==> config.mk <==
export PLATFORM = sky130hd
export DESIGN_NAME = reset_sequencer
export DESIGN_NICKNAME = d
export VERILOG_FILES = /design/src/rtl/reset_seq_pkg.sv /design/src/rtl/seq_timer.sv /design/src/rtl/reset_sequencer.sv
export SDC_FILE = /design/constraint.sdc
export NUM_CORES = 1
export LEC_CHECK = 0
export CELL_PAD_IN_SITES_DETAIL_PLACEMENT = 0
export CELL_PAD_IN_SITES_GLOBAL_PLACEMENT = 1
export CORE_MARGIN = 2
export CORE_UTILIZATION = 37
export DETAILED_ROUTE_END_ITERATION = 6
export PLACE_DENSITY = 0.74
export REMOVE_ABC_BUFFERS = 1
export SYNTH_ARGS = -nofsm -noshare
export SYNTH_HDL_FRONTEND = slang
export SYNTH_SLANG_ARGS = --single-unit
==> constraint.sdc <==
create_clock -name clk -period 3.7 [get_ports clk]
set_clock_uncertainty 0.05 [all_clocks]
set_input_delay 0.37 -clock clk [delete_from_list [all_inputs] [get_ports clk]]
set_output_delay 0.37 -clock clk [all_outputs]
set_load 0.02 [all_outputs]
==> src/rtl/reset_seq_pkg.sv <==
// reset_seq_pkg: shared types and sizing helpers for the reset sequencer
//   state_t    - sequencer FSM states
//   idx_width  - channel index width for a given channel count, minimum 1
//   IDX_W      - index width for the default 4-channel build
package reset_seq_pkg;
    typedef enum logic [1:0] {IDLE, PULSE, STAG} state_t;
    function automatic int idx_width(input int n);
        return (n > 1) ? $clog2(n) : 1;
    endfunction
    localparam int N_CH_DEF = 4;
    localparam int IDX_W = idx_width(N_CH_DEF);
endpackage

==> src/rtl/seq_timer.sv <==
// seq_timer: up-counter with clear/enable and a terminal match against a limit
//   clk, rst - clock, synchronous active-high reset
//   clr      - zero the counter (wins over en)
//   en       - count this cycle
//   limit    - cycles per phase, must be >= 1
//   match    - high on the last cycle of the phase (count == limit-1)
module seq_timer #(
    parameter int CNT_W = 24
) (
    input  logic             clk,
    input  logic             rst,
    input  logic             clr,
    input  logic             en,
    input  logic [CNT_W-1:0] limit,
    output logic             match
);
    logic [CNT_W-1:0] cnt;
    always_ff @(posedge clk) begin
        if (rst || clr) cnt <= '0;
        else if (en)    cnt <= cnt + CNT_W'(1);
    end
    assign match = (cnt == limit - CNT_W'(1));
endmodule

==> src/rtl/reset_sequencer.sv <==
// reset_sequencer: masked multi-channel reset pulse with staggered release
//   start     - latch pulse_len/stagger/ch_mask and (re)start a sequence
//   abort     - release every line at once, no done
//   hold      - freeze timing while busy
//   pulse_len - low time of channel 0 (0 treated as 1)
//   stagger   - cycles between consecutive channel releases
//   ch_mask   - channels that participate
//   rst_n_out - active-low reset lines
//   busy      - sequence in progress
//   done      - one-cycle strobe on normal completion
module reset_sequencer
    import reset_seq_pkg::*;
#(
    parameter int N_CH  = 4,
    parameter int CNT_W = 24
) (
    input  logic             clk,
    input  logic             rst,
    input  logic             start,
    input  logic             abort,
    input  logic             hold,
    input  logic [CNT_W-1:0] pulse_len,
    input  logic [CNT_W-1:0] stagger,
    input  logic [N_CH-1:0]  ch_mask,
    output logic [N_CH-1:0]  rst_n_out,
    output logic             busy,
    output logic             done
);
    localparam int K_W = idx_width(N_CH);
    state_t           state, state_d;
    logic [K_W-1:0]   k, k_d;
    logic [N_CH-1:0]  out_q, out_d;
    logic             busy_d, done_d;
    logic             pend, pend_d;
    logic [CNT_W-1:0] l_q, s_q;
    logic             load, clr, match;
    seq_timer #(.CNT_W(CNT_W)) u_timer (
        .clk   (clk),
        .rst   (rst),
        .clr   (clr),
        .en    (busy && !hold),
        .limit (state == STAG ? s_q : l_q),
        .match (match)
    );
    always_ff @(posedge clk) begin
        if (rst) begin
            state <= IDLE;
            k     <= '0;
            out_q <= '1;
            busy  <= 1'b0;
            done  <= 1'b0;
            pend  <= 1'b0;
            l_q   <= CNT_W'(1);
            s_q   <= '0;
        end else begin
            state <= state_d;
            k     <= k_d;
            out_q <= out_d;
            busy  <= busy_d;
            done  <= done_d;
            pend  <= pend_d;
            if (load) begin
                l_q <= (pulse_len == '0) ? CNT_W'(1) : pulse_len;
                s_q <= stagger;
            end
        end
    end
    // pend carries an empty-mask start over to a done strobe one edge later
    always_comb begin
        state_d = state;
        k_d     = k;
        out_d   = out_q;
        busy_d  = busy;
        done_d  = 1'b0;
        pend_d  = 1'b0;
        load    = 1'b0;
        clr     = 1'b0;
        if (abort) begin
            state_d = IDLE;
            k_d     = '0;
            out_d   = '1;
            busy_d  = 1'b0;
            clr     = 1'b1;
        end else if (start) begin
            load    = 1'b1;
            clr     = 1'b1;
            k_d     = '0;
            state_d = (ch_mask != '0) ? PULSE : IDLE;
            out_d   = ~ch_mask;
            busy_d  = (ch_mask != '0);
            pend_d  = (ch_mask == '0);
        end else if (pend) begin
            done_d = 1'b1;
        end else if (busy && !hold && match) begin
            if (state == PULSE) begin
                out_d[0] = 1'b1;
                clr      = 1'b1;
                k_d      = K_W'(1);
                state_d  = STAG;
                // zero stagger releases every remaining channel on this edge
                if (N_CH == 1 || s_q == '0) begin
                    out_d   = '1;
                    k_d     = '0;
                    state_d = IDLE;
                    busy_d  = 1'b0;
                    done_d  = 1'b1;
                end
            end else begin
                out_d[k] = 1'b1;
                clr      = 1'b1;
                k_d      = k + K_W'(1);
                if (k == K_W'(N_CH - 1)) begin
                    out_d   = '1;
                    k_d     = '0;
                    state_d = IDLE;
                    busy_d  = 1'b0;
                    done_d  = 1'b1;
                end
            end
        end
    end
    assign rst_n_out = out_q;
endmodule

==> results.py <==
metrics = {
    "status": {
        "status": "finished, final reports clean",
    },
    "clock_network": {
        "cts_tree": "done",
        "cts_inserted_buffers": 9,
        "insertion_delay_ns": 0.35,
        "postCtsSetupBuffers": 0,
        "clockBufferDepth": 2,
        "cts-root-buf": "clkbuf_16",
        "clock_sinks": 83,
        "clkTransAtPathRegs_ns": 0.06,
        "hold_buffers": 0,
        "htree_levels": 3,
        "cts_resized": 0,
    },
    "setup_path": {
        "slowest_delay_ns": 0.62,
        "endpoint_kind": "register",
        "r2r_slack_ns": 0.25,
        "startpoint_type": "register",
        "crit_path_cell_trace": "nand2b_2 -> buf_12 -> mux2i_2 -> o211ai_1 -> nor3_1 -> mux2i_1 -> mux2i_1 -> or4_4 -> or4_1 -> a21oi_1",
        "cp.arrival_ns": 3.68,
        "cp_slowest_cell": "or4_4",
        "r2r-end": "rst_n_out[2]",
        "critPathMaxFanout": 40,
        "cp_num_buf_inv": 1,
        "r2r-start": "state[0]",
        "critPathMostFrequentCell": "mux2i_1",
        "r2r_cells": 10,
        "required_ns": 3.93,
        "critPathTopFamily": "simple AND/OR/NAND/NOR gates",
        "path_class": "reg2reg",
    },
    "routing": {
        "avgViaCountPerCell": 5.03,
        "first_pass_iters": 4,
        "num_vias": 4082,
        "wl_mm": 12.0,
        "final_antenna_net_count": 0,
        "drt_iter0_drc": 197,
        "detail_route.wl_per_cell_microns": 14.8,
        "drc": 0,
    },
    "timing": {
        "period_share_pct": 93.3,
        "rsz0062_at_grt": "no",
        "min_period_ns": 3.45,
        "worstMarginPinSlew_ns": 1.06,
        "setup_viol": 0,
        "setup_tns_ns": 0,
        "hold_viol_final": 0,
        "drv_slew": 0,
        "fmax_mhz": 290,
        "relSlewSlack_pct": 29.0,
    },
    "pwr": {
        "power_frac_clock_pct": 38.2,
        "peakVddDrop_mv": 0.191,
        "leakagePower_nw": 2.11,
        "p_seq_share_pct": 45.8,
        "switchingPower_mw": 0.546,
        "pwr_density_cell_nw_per_um2": 363,
        "combPwrFrac_pct": 16.0,
        "swShare_pct": 26.2,
        "p_int_mw": 1.54,
    },
    "floorplan": {
        "start_util_pct": 37.6,
        "die_h_microns": 117,
        "die_w_microns": 117,
        "die_area_sq_um": 13600,
        "io_pins": 63,
        "core_region_area_sq_um": 12500,
        "rows": 41,
    },
    "layout": {
        "final_core_util_pct": 45.8,
        "multiInputGateArea_sq_um": 2890,
        "nFillCells": 1278,
        "areaGrowthSynthToFinish_pct": 22.1,
        "ff_latch_area_sq_um": 1660,
        "n_antenna_cell": 0,
        "nets": 696,
        "final_cells": 812,
        "drive_gt1_share_pct": 7.03,
    },
    "synth": {
        "muxShareOfSynthArea_pct": 9.34,
        "synth-simple-area-share_pct": 27.8,
        "yosysTopAreaCell": "dfxtp_1",
        "syn_avg_cell_area_sq_um": 8.05,
        "synth-edff-count": 0,
        "async_flop_share_pct": 0,
        "synth_xor_area_share_pct": 11.5,
        "synth_top_family_by_area": "simple AND/OR/NAND/NOR gates",
        "yosysWarnings": 0,
        "synth_seq_cells": 83,
        "synthAdderAreaFrac_pct": 1.06,
        "yosysMostFrequentCell": "nand2_1",
        "synth_area_leaders": "dfxtp_1 (35%), nand2_1 (9.5%), mux2i_1 (8.1%), xnor2_1 (7.3%), a21oi_1 (5.6%)",
        "synth_compound_area_share_pct": 11.1,
        "synthesis.area_sq_um": 4700,
        "synth.top_cell.area_share_pct": 35.3,
        "ys_types": 56,
        "seq_area_frac_synth_pct": 35.3,
        "synthCells": 584,
        "synth_top_flop_cell": "dfxtp_1",
        "synth_top_cells_by_count": "nand2_1 (119), dfxtp_1 (83), nor2_1 (63)",
    },
    "flow_run": {
        "maxCapViolCount": 0,
    },
    "hold_path": {
        "whs_path_depth": 2,
        "hp-class": "in2reg",
        "min_delay_worst_endpoint": "l_q[8]",
        "min_from": "rst",
    },
    "grt": {
        "grt_max_degree": 48,
        "grt_pass1_vias": 3818,
        "grtUsageTotal_pct": 18.7,
        "grt_antenna_before_repair": 0,
        "grt_pass1_wl_mm": 19.6,
        "overflow": 0,
    },
    "placed_design": {
        "dp_cells": 796,
        "dp_hpwl_mm": 9.23,
        "gp_congestion": 0.839,
        "portBuffers": 62,
    },
}
-- power groups by stage --
stage / registers, mW / clock network, mW / logic [mW]
after global placement: 0.970 / 0 / 0.329
final: 0.953 / 0.795 / 0.334
after global routing: 0.956 / 0.844 / 0.367
after CTS: 0.952 / 0.814 / 0.333
after floorplan: 0.963 / 0 / 0.199
after detailed placement: 0.971 / 0 / 0.331
-- state kept, by name, summed over array words and instances, names as in the netlist --
register / cells
l_q: 24
s_q: 24
u_timer.cnt: 24
rst_n_out: 4
k: 2
state: 2
busy: 1
done: 1
pend: 1
-- stage by stage --
| stage | instance area (sq um) | setup slack, ns | hold WS [ns] | power [mW] |
|---|---|---|---|---|
| final | 5740 | 0.247 | 0.272 | 2.08 |
| after global routing | 5740 | 0.00252 | 0.286 | 2.17 |
| after CTS | 5710 | 0.127 | 0.273 | 2.10 |
| after detailed placement | 5460 | 0.154 | 0.400 | 1.30 |
| after global placement | 5460 | 0.227 | 0.402 | 1.30 |
| after floorplan | 4530 | -0.990 | 0.380 | 1.16 |
-- metal layers --
| layer | up-vias | share of wire, % | GRT usage, % |
|---|---|---|---|
| met3 | 13 | 5.1 | 3.37 |
| met1 | 1859 | 50 | 26.9 |
| met4 | 0 | 1.7 | 6.90 |
| li1 | 2113 | - | - |
| met5 | - | 0 | 0 |
| met2 | 97 | 43 | 27.9 |
-- layout make-up --
type	count	area share (%)
flip-flops and latches	83	29.0
clock inverters	3	0.262
inverters	4	0.262
clock buffers	13	4.19
repair buffers	70	12.2
well taps	172	3.75
multi-input cells	467	50.4
-- kinds of logic (layout without fill, tap and decap cells) --
logic type / after synthesis / after routing
XOR/XNOR: 61 / 61
adder cells (fa/ha/maj): 4 / 4
AO/OA/AOI/OAI: 82 / 82
multiplexers: 42 / 42
buffers and inverters: 34 / 90
flip-flops: 83 / 83
AND/OR/NAND/NOR: 278 / 278
-- cells in the final DEF, fill, tap and decap left out, types with 5 or more instances in the layout --
cell type,count
o21ai_0,6
nor2_1,63
xor2_1,21
clkbuf_16,9
nor3_1,17
nand3_1,13
clkdlybuf4s50_1,61
dfxtp_1,83
nor4_1,14
and3_1,5
buf_4,6
mux2i_1,36
xnor2_1,39
nand4_1,10
nand2_1,119
a21oi_1,53
-- how the worst max path moves through the flow --
stage / startpoint / cells past startpoint / endpoint
after floorplan: state[0] / 11 / u_timer.cnt[0]
after global placement: state[0] / 11 / rst_n_out[2]
after detailed placement: state[1] / 9 / rst_n_out[2]
after CTS: state[1] / 9 / rst_n_out[2]
after global routing: state[0] / 11 / rst_n_out[2]
final: state[0] / 10 / rst_n_out[2]
No activity file was read; power rests on OpenSTA's default activity.
